===== config.mk =====
export PLATFORM = sky130hd
export DESIGN_NAME = time_of_day_counter
export DESIGN_NICKNAME = d
export VERILOG_FILES = /design/src/rtl/time_pkg.sv /design/src/rtl/bcd_mod_counter.sv /design/src/rtl/time_of_day_counter.sv
export SDC_FILE = /design/constraint.sdc
export NUM_CORES = 1
export LEC_CHECK = 0
export CAP_MARGIN = 25
export CORE_ASPECT_RATIO = 1.4
export CORE_MARGIN = 4
export CORE_UTILIZATION = 54
export DETAILED_ROUTE_END_ITERATION = 16
export PLACE_DENSITY = 0.81
export SYNTH_ARGS = -nofsm -noshare
export SYNTH_HDL_FRONTEND = slang
export SYNTH_HIERARCHICAL = 1
export SYNTH_SLANG_ARGS = --single-unit

===== constraint.sdc =====
create_clock -name clk_in -period 7.2 [get_ports clk_in]
set_clock_uncertainty 0.15 [all_clocks]
set_input_delay 1.44 -clock clk_in [delete_from_list [all_inputs] [get_ports clk_in]]
set_output_delay 1.44 -clock clk_in [all_outputs]
set_load 0.1 [all_outputs]

===== src/rtl/time_pkg.sv =====
// Shared BCD digit types, the packed time-of-day struct, the wrap limits of each
// field, and the 24h -> 12h hour mapping used by the TIME_OF_DAY_COUNTER_12H_EN build.
package time_pkg;

  typedef logic [3:0] bcd4_t;
  typedef logic [2:0] bcd3_t;
  typedef logic [1:0] bcd2_t;

  typedef struct packed {
    bcd2_t hour_tens;
    bcd4_t hour_units;
    bcd3_t min_tens;
    bcd4_t min_units;
    bcd3_t sec_tens;
    bcd4_t sec_units;
  } hms_t;

  // Largest value of each field as BCD tens/units (59, 59, 23).
  localparam int SEC_MAX_TENS   = 5;
  localparam int SEC_MAX_UNITS  = 9;
  localparam int MIN_MAX_TENS   = 5;
  localparam int MIN_MAX_UNITS  = 9;
  localparam int HOUR_MAX_TENS  = 2;
  localparam int HOUR_MAX_UNITS = 3;

  // Returns {pm, tens[1:0], units[3:0]} for a 24-hour BCD hour.
  function automatic logic [6:0] to_12h(input bcd2_t tens, input bcd4_t units);
    logic [4:0] hr;
    logic [4:0] h12;
    logic       t12;
    logic [4:0] u12;
    hr = 5'(tens) * 5'd10 + 5'(units);
    if (hr == 5'd0)      h12 = 5'd12;
    else if (hr > 5'd12) h12 = hr - 5'd12;
    else                 h12 = hr;
    t12 = (h12 >= 5'd10);
    u12 = t12 ? (h12 - 5'd10) : h12;
    return {(hr >= 5'd12), {1'b0, t12}, u12[3:0]};
  endfunction

endpackage


===== src/rtl/bcd_mod_counter.sv =====
// Two-digit BCD counter that wraps to 00 after TENS_MAX:UNITS_AT_TENS_MAX.
// carry_out is combinational and flags the increment that causes the wrap.
module bcd_mod_counter
  import time_pkg::*;
#(
  parameter int TENS_W            = 3,
  parameter int TENS_MAX          = 5,
  parameter int UNITS_AT_TENS_MAX = 9
) (
  input  logic              clk_in,
  input  logic              reset,
  input  logic              inc_in,
  input  logic              clr_in,
  output logic [TENS_W-1:0] tens_out,
  output bcd4_t             units_out,
  output logic              carry_out
);

  localparam logic [TENS_W-1:0] TMAX = TENS_W'(TENS_MAX);
  localparam bcd4_t             UMAX = 4'(UNITS_AT_TENS_MAX);

  logic [TENS_W-1:0] tens_q, tens_d;
  bcd4_t             units_q, units_d;
  logic              at_max;

  assign at_max    = (tens_q == TMAX) && (units_q == UMAX);
  assign carry_out = inc_in && !clr_in && at_max;

  always_comb begin
    tens_d  = tens_q;
    units_d = units_q;
    if (clr_in) begin
      tens_d  = '0;
      units_d = '0;
    end else if (inc_in) begin
      if (at_max) begin
        tens_d  = '0;
        units_d = '0;
      end else if (units_q == 4'd9) begin
        tens_d  = tens_q + 1'b1;
        units_d = '0;
      end else begin
        units_d = units_q + 4'd1;
      end
    end
  end

  always_ff @(posedge clk_in or posedge reset) begin
    if (reset) begin
      tens_q  <= '0;
      units_q <= '0;
    end else begin
      tens_q  <= tens_d;
      units_q <= units_d;
    end
  end

  assign tens_out  = tens_q;
  assign units_out = units_q;

endmodule


===== src/rtl/time_of_day_counter.sv =====
// HH:MM:SS BCD time-of-day counter fed by a tick strobe, with set pulses and a
// minute-rollover strobe. Define TIME_OF_DAY_COUNTER_12H_EN for 12-hour outputs.
module time_of_day_counter
  import time_pkg::*;
#(
  parameter int TICK_DIV = 1
) (
  input  logic       clk_in,
  input  logic       reset,
  input  logic       tick_in,
  input  logic       set_min_in,
  input  logic       set_hour_in,
  input  logic       clear_sec_in,
  output logic [1:0] hour_tens_out,
  output logic [3:0] hour_units_out,
  output logic [2:0] min_tens_out,
  output logic [3:0] min_units_out,
  output logic [2:0] sec_tens_out,
  output logic [3:0] sec_units_out,
  output logic       pm_out,
  output logic       minute_strobe_out
);

  localparam int                TICK_W = $clog2(TICK_DIV) + 1;
  localparam logic [TICK_W-1:0] RELOAD = TICK_W'(TICK_DIV - 1);

  logic [TICK_W-1:0] presc_q, presc_d;
  logic              strobe_q;
  logic              sec_adv, sec_carry, min_inc, min_wrap, hour_carry, hour_inc;
  logic              hour_wrap_unused;
  hms_t              time_w;

  assign sec_adv = tick_in && (presc_q == '0);

  always_comb begin
    presc_d = presc_q;
    if (clear_sec_in)     presc_d = RELOAD;
    else if (sec_adv)     presc_d = RELOAD;
    else if (tick_in)     presc_d = presc_q - 1'b1;
  end

  always_ff @(posedge clk_in or posedge reset) begin
    if (reset) begin
      presc_q  <= RELOAD;
      strobe_q <= 1'b0;
    end else begin
      presc_q  <= presc_d;
      strobe_q <= sec_carry;
    end
  end

  bcd_mod_counter #(.TENS_W(3), .TENS_MAX(SEC_MAX_TENS), .UNITS_AT_TENS_MAX(SEC_MAX_UNITS)) u_sec (
    .clk_in(clk_in), .reset(reset), .inc_in(sec_adv), .clr_in(clear_sec_in),
    .tens_out(time_w.sec_tens), .units_out(time_w.sec_units), .carry_out(sec_carry)
  );

  // A coincident carry and set advance minutes once; only a pure carry wrap ripples into hours.
  assign min_inc    = sec_carry || set_min_in;
  assign hour_carry = min_wrap && !set_min_in;
  assign hour_inc   = hour_carry || set_hour_in;

  bcd_mod_counter #(.TENS_W(3), .TENS_MAX(MIN_MAX_TENS), .UNITS_AT_TENS_MAX(MIN_MAX_UNITS)) u_min (
    .clk_in(clk_in), .reset(reset), .inc_in(min_inc), .clr_in(1'b0),
    .tens_out(time_w.min_tens), .units_out(time_w.min_units), .carry_out(min_wrap)
  );

  bcd_mod_counter #(.TENS_W(2), .TENS_MAX(HOUR_MAX_TENS), .UNITS_AT_TENS_MAX(HOUR_MAX_UNITS)) u_hour (
    .clk_in(clk_in), .reset(reset), .inc_in(hour_inc), .clr_in(1'b0),
    .tens_out(time_w.hour_tens), .units_out(time_w.hour_units), .carry_out(hour_wrap_unused)
  );

  assign min_tens_out      = time_w.min_tens;
  assign min_units_out     = time_w.min_units;
  assign sec_tens_out      = time_w.sec_tens;
  assign sec_units_out     = time_w.sec_units;
  assign minute_strobe_out = strobe_q;

`ifdef TIME_OF_DAY_COUNTER_12H_EN
  logic [6:0] h12_w;
  assign h12_w          = to_12h(time_w.hour_tens, time_w.hour_units);
  assign pm_out         = h12_w[6];
  assign hour_tens_out  = h12_w[5:4];
  assign hour_units_out = h12_w[3:0];
`else
  assign pm_out         = 1'b0;
  assign hour_tens_out  = time_w.hour_tens;
  assign hour_units_out = time_w.hour_units;
`endif

endmodule


Word level (Yosys, flattened, before mapping):

Index checks and enable logic that the tools add are counted.
Widths: inputs -> output; s select.

* bits in registers: 22
* input port bits: 6
* output and inout port bits: 22
* logic and storage cells: 62

* add/subtract/negate cells: 7
* equality and inequality tests: 7
* multiplexer cells: 19
* bitwise logic cells: 1
* reductions and logical operators: 20

Operators with widths (number)
* $mux 4: 8
* $mux 3: 6
* $add 4x1->4 const B: 3
* $eq 4x4->1 const B: 3
* $logic_and 1x1->1: 8
* $add 3x1->3 const B: 2
* $eq 3x3->1 const B: 2
* $reduce_and 2->1: 3
* $reduce_bool 2->1: 3
* $reduce_bool 3->1: 2
* $eq 4x2->1 const B: 1
* $mux 2: 2
* $mux 1: 3
* $add 2x1->2 const B: 1
* $eq 2x2->1 const B: 1
* $logic_not 1->1: 2
* $logic_or 1x1->1: 2
* $not 1->1: 1
* $sub 1x1->1 const B: 1

Logic depth before layout (Yosys ltp):

* word-level depth: 9
* mapped depth: 11
* depth with buffers taken out: 11

Cells and area by module:

The synthesis kept the hierarchy.

By module, submodules not included
* bcd_mod_counter (u_min ...): instances 2, cells an instance 45, area an instance 432.9 µm², seq. area each 175.2 µm²
* bcd_mod_counter (u_hour): instances 1, cells an instance 41, area an instance 395.4 µm², seq. area each 150.1 µm²
* time_of_day_counter: instances 1, cells an instance 10, area an instance 103.8 µm², seq. area each 50.0 µm²

Least setup slack after synthesis:

No wires, ideal clock.

* path type: input -> register
* start point: input tick_in
* end point: register u_hour.units_q[2], in the netlist u_hour/units_out[2]
* setup time: 0.078 ns
* arrival: 3.418 ns
* required time: 6.972 ns
* slack: 3.554 ns
* stages: 10
* path buffers: 0
* cells stage by stage: and2b_2 nand4b_4 nor3_1 or2_1 nand4b_4 nor3_1 a21o_1 nand2_1 or4_1 a21oi_1

* word-level cells in the longest chain between the ends: 7

RTL lines
* start: declaration: RTL line time_of_day_counter.sv:10 `input logic tick_in,`
* $logic_and 1x1->1: RTL line time_of_day_counter.sv:33 `assign sec_adv = tick_in && (presc_q == '0);`
* $logic_and 1x1->1 (2 in a row): RTL line bcd_mod_counter.sv:27 `assign carry_out = inc_in && !clr_in && at_max;`
* via sec_carry: RTL line time_of_day_counter.sv:29 `logic sec_adv, sec_carry, min_inc, min_wrap, hour_carry, hour_inc;`
* $logic_or 1x1->1: RTL line time_of_day_counter.sv:58 `assign min_inc = sec_carry || set_min_in;`
* via min_inc: RTL line time_of_day_counter.sv:29
* $logic_and 1x1->1: RTL line bcd_mod_counter.sv:27
* via min_wrap: RTL line time_of_day_counter.sv:29
* $logic_and 1x1->1: RTL line time_of_day_counter.sv:59 `assign hour_carry = min_wrap && !set_min_in;`
* $logic_or 1x1->1: RTL line time_of_day_counter.sv:60 `assign hour_inc = hour_carry || set_hour_in;`
* via hour_inc: RTL line time_of_day_counter.sv:29
* end signal: assignment: RTL line bcd_mod_counter.sv:54 `units_q <= units_d;`
* end: declaration: RTL line bcd_mod_counter.sv:23 `bcd4_t units_q, units_d;`

The timed path passes the listed nets, and every way through them passes these cells.
A chain may end at the register's enable or synchronous reset.

Worst setup path in the final report:

* start point: input tick_in
* end point: register u_hour.units_q[2], in the netlist u_hour/units_out[2]

* word-level cells in the longest chain between the ends: 7

RTL lines (RTL line)
* $logic_and 1x1->1: time_of_day_counter.sv:33
* via sec_adv: time_of_day_counter.sv:29
* $logic_and 1x1->1 (2 in a row): bcd_mod_counter.sv:27
* via sec_carry: time_of_day_counter.sv:29
* $logic_or 1x1->1: time_of_day_counter.sv:58
* via min_inc: time_of_day_counter.sv:29
* $logic_and 1x1->1: bcd_mod_counter.sv:27
* via min_wrap: time_of_day_counter.sv:29
* $logic_and 1x1->1: time_of_day_counter.sv:59
* $logic_or 1x1->1: time_of_day_counter.sv:60
* via hour_inc: time_of_day_counter.sv:29

The timed path passes the listed nets, and every way through them passes these cells.

==> impl_metrics.csv <==
group,metric,value,unit
outcome,status,"completed",
global_route,grt.overflow.total,0,
setup_path,reg2reg_depth,11,
clock_tree,tritoncts.num_buffers,3,
hold_path,hold_path_class,"reg -> reg",
global_route,grt_use_total,19.9,%
placement,dp_hpwl,2260,um
setup_path,startpoint,"tick_in",
setup_path,crit_arrival,4.11,ns
layout,nets,186,
route,vias,1105,
clock_tree,clk_pin_slew,0.14,ns
setup_path,worst_ep_required_time,7.30,ns
floorplanning,dieArea,0.00339,mm^2
route,wl_per_cell,14.3,um
sta,setup_violations,0,
sta,rsz0062_at_grt,"no",
clock_tree,postCtsHoldBufs,0,
sta,min_period,4.01,ns
route,drt_iter0_drc,19,
global_route,grt_pass1_vias,1161,
synthesis,syn_area,0.00136,mm^2
sta,tightest_slew,0.987,ns
floorplanning,fp.dieH,67.3,um
layout,area_growth,25.3,%
setup_path,worstSetupPathType,"in -> reg",
route,ant_nets,0,
clock_tree,clockRootBuffer,"clkbuf_4",
sta,maxSlewViolCount,0,
route,drt_wl_total,2900,um
floorplanning,core_area,0.00239,mm^2
global_route,grt_first_pass_wirelength,5260,um
layout,diodes,0,
setup_path,timing.rr.start,"u_sec/units_out[1]$_DFFE_PP0P_",
global_route,grt_max_degree,14,
setup_path,cp-end-kind,"flip-flop",
route,via_per_inst,5.47,
sta,tns,0,ns
clock_tree,clockBufferDepth,2,
setup_path,reg2reg_to,"u_hour/units_out[2]$_DFFE_PP0P_",
run,drv_cap,0,
floorplanning,std_cell_rows,21,
sta,fmax,249,MHz
setup_path,rrSetupSlack,4.31,ns
sta,relSlewSlack,34.0,%
layout,drive_gt1_share,7.74,%
synthesis,syn_inst,140,
setup_path,start_kind,"primary input",
route,drc_errors,0,
setup_path,path_cells,"clkdlybuf4s50_1 -> and2b_2 -> nand4b_4 -> nor3_1 -> or2_1 -> nand4b_4 -> nor3_1 -> a21o_1 -> nand2_1 -> or4_1 -> a21oi_1",
placement,place_congestion,0.827,
clock_tree,cts_tree,"yes",
power,vdd_drop_max,133,uV
setup_path,slowest_delay,0.49,ns
floorplanning,start_util,56.8,%
synthesis,avgSynthCellArea,9.70,um^2
clock_tree,worstSkewPairLatency,0.31,ns
clock_tree,h-tree-depth,1,
synthesis,yosysWarnings,6,
setup_path,cp_slowest_cell,"clkdlybuf4s50_1",
placement,port_buffers,26,
power,p_leak,0.000736,uW
sta,fin_crit_sh,55.7,%
sta,hold_viol_final,0,
sta,holdWs,0.399,ns
power,power_density,159,mW/mm^2
hold_path,worstHoldStart,"presc_q$_DFFE_PP0P_",
clock_tree,cts_post_setup_buffers_inserted,0,
clock_tree,clkSinkCount,22,
floorplanning,io_pins,28,
route,dr.pass1.iters,4,
global_route,antenna_found_initial,0,
clock_tree,cts_resized,0,
floorplanning,die_w,50.4,um
hold_path,hold_depth,1,
hold_path,hold_end,"presc_q$_DFFE_PP0P_",
setup_path,worst-path-max-fanout,8,
-- per-layer routing --
metal / share of wire [%] / GRT usage, % / vias up
met5: 0 / 0 / -
met4: 1.2 / 6.73 / 0
li1: - / - / 541
met1: 41 / 22.6 / 534
met2: 54 / 37.6 / 26
met3: 3.6 / 2.87 / 4
-- stage by stage --
| step | worst slack [ns] | cells | utilization (%) | area (um^2) | total power (uW) |
|---|---|---|---|---|---|
| CTS | 3.21 | 202 | 71.2 | 1700 | 274 |
| global placement | 2.99 | 198 | 69.0 | 1650 | 177 |
| floorplan | 3.57 | 142 | - | 1370 | 166 |
| finish | 3.19 | 202 | 71.2 | 1700 | 271 |
| global route | 2.87 | 202 | 71.2 | 1700 | 283 |
| detailed placement | 2.86 | 198 | 69.0 | 1650 | 179 |
-- critical path: cells and delay by family --
family / cells / cell delay, ns
compound gates: 2 / 0.38
buf+inv: 1 / 0.49
simple gates: 8 / 1.81
-- final cells by class --
type | instances | area [um^2]
clock buffers | 3 | 22.5
well taps | 34 | 42.5
repair buffers | 26 | 260
clock inverters | 1 | 30.0
inverters | 11 | 41.3
multi-input cells | 105 | 754
fillers | 186 | 689
flip-flops and latches | 22 | 551
-- flip-flops by register name, summed over array words and instances (netlist names) --
register and flops:
u_hour/units_out 4, u_min/units_out 4, u_sec/units_out 4, u_min/tens_out 3, u_sec/tens_out 3, u_hour/tens_out 2, minute_strobe_out 1, presc_q 1
-- placed cells by master, fill, tap and decap left out, types with 2 or more instances in the layout --
cell type,count
mux2_2,2
nand4b_1,2
ha_1,11
nand3b_1,7
nand2_1,15
a21oi_1,18
a21boi_0,3
conb_1,3
and4b_1,3
o21ai_0,9
dfrtp_1,22
or3b_1,6
or3b_2,2
clkbuf_4,3
nand2b_1,6
nand4b_4,2
nor2_1,3
clkdlybuf4s50_1,26
nor3_1,4
inv_1,11
-- power by group --
group          switching [uW]  internal (uW)
Combinational            33.7           12.7
Sequential               4.01            126
Clock                    38.7           56.3
Total                    76.4            195
-- worst max path at each step --
stage                                      end  slack (ns)  cells after the start
6_report       u_hour/units_out[2]$_DFFE_PP0P_        3.19                     11
5_1_grt        u_hour/units_out[2]$_DFFE_PP0P_        2.87                     11
4_1_cts        u_hour/units_out[2]$_DFFE_PP0P_        3.21                     11
3_5_place_dp   u_hour/units_out[2]$_DFFE_PP0P_        2.86                     11
3_3_place_gp   u_hour/units_out[2]$_DFFE_PP0P_        2.99                     11
2_1_floorplan  u_hour/units_out[2]$_DFFE_PP0P_        3.57                     10
(Power assumes the default switching activity.)
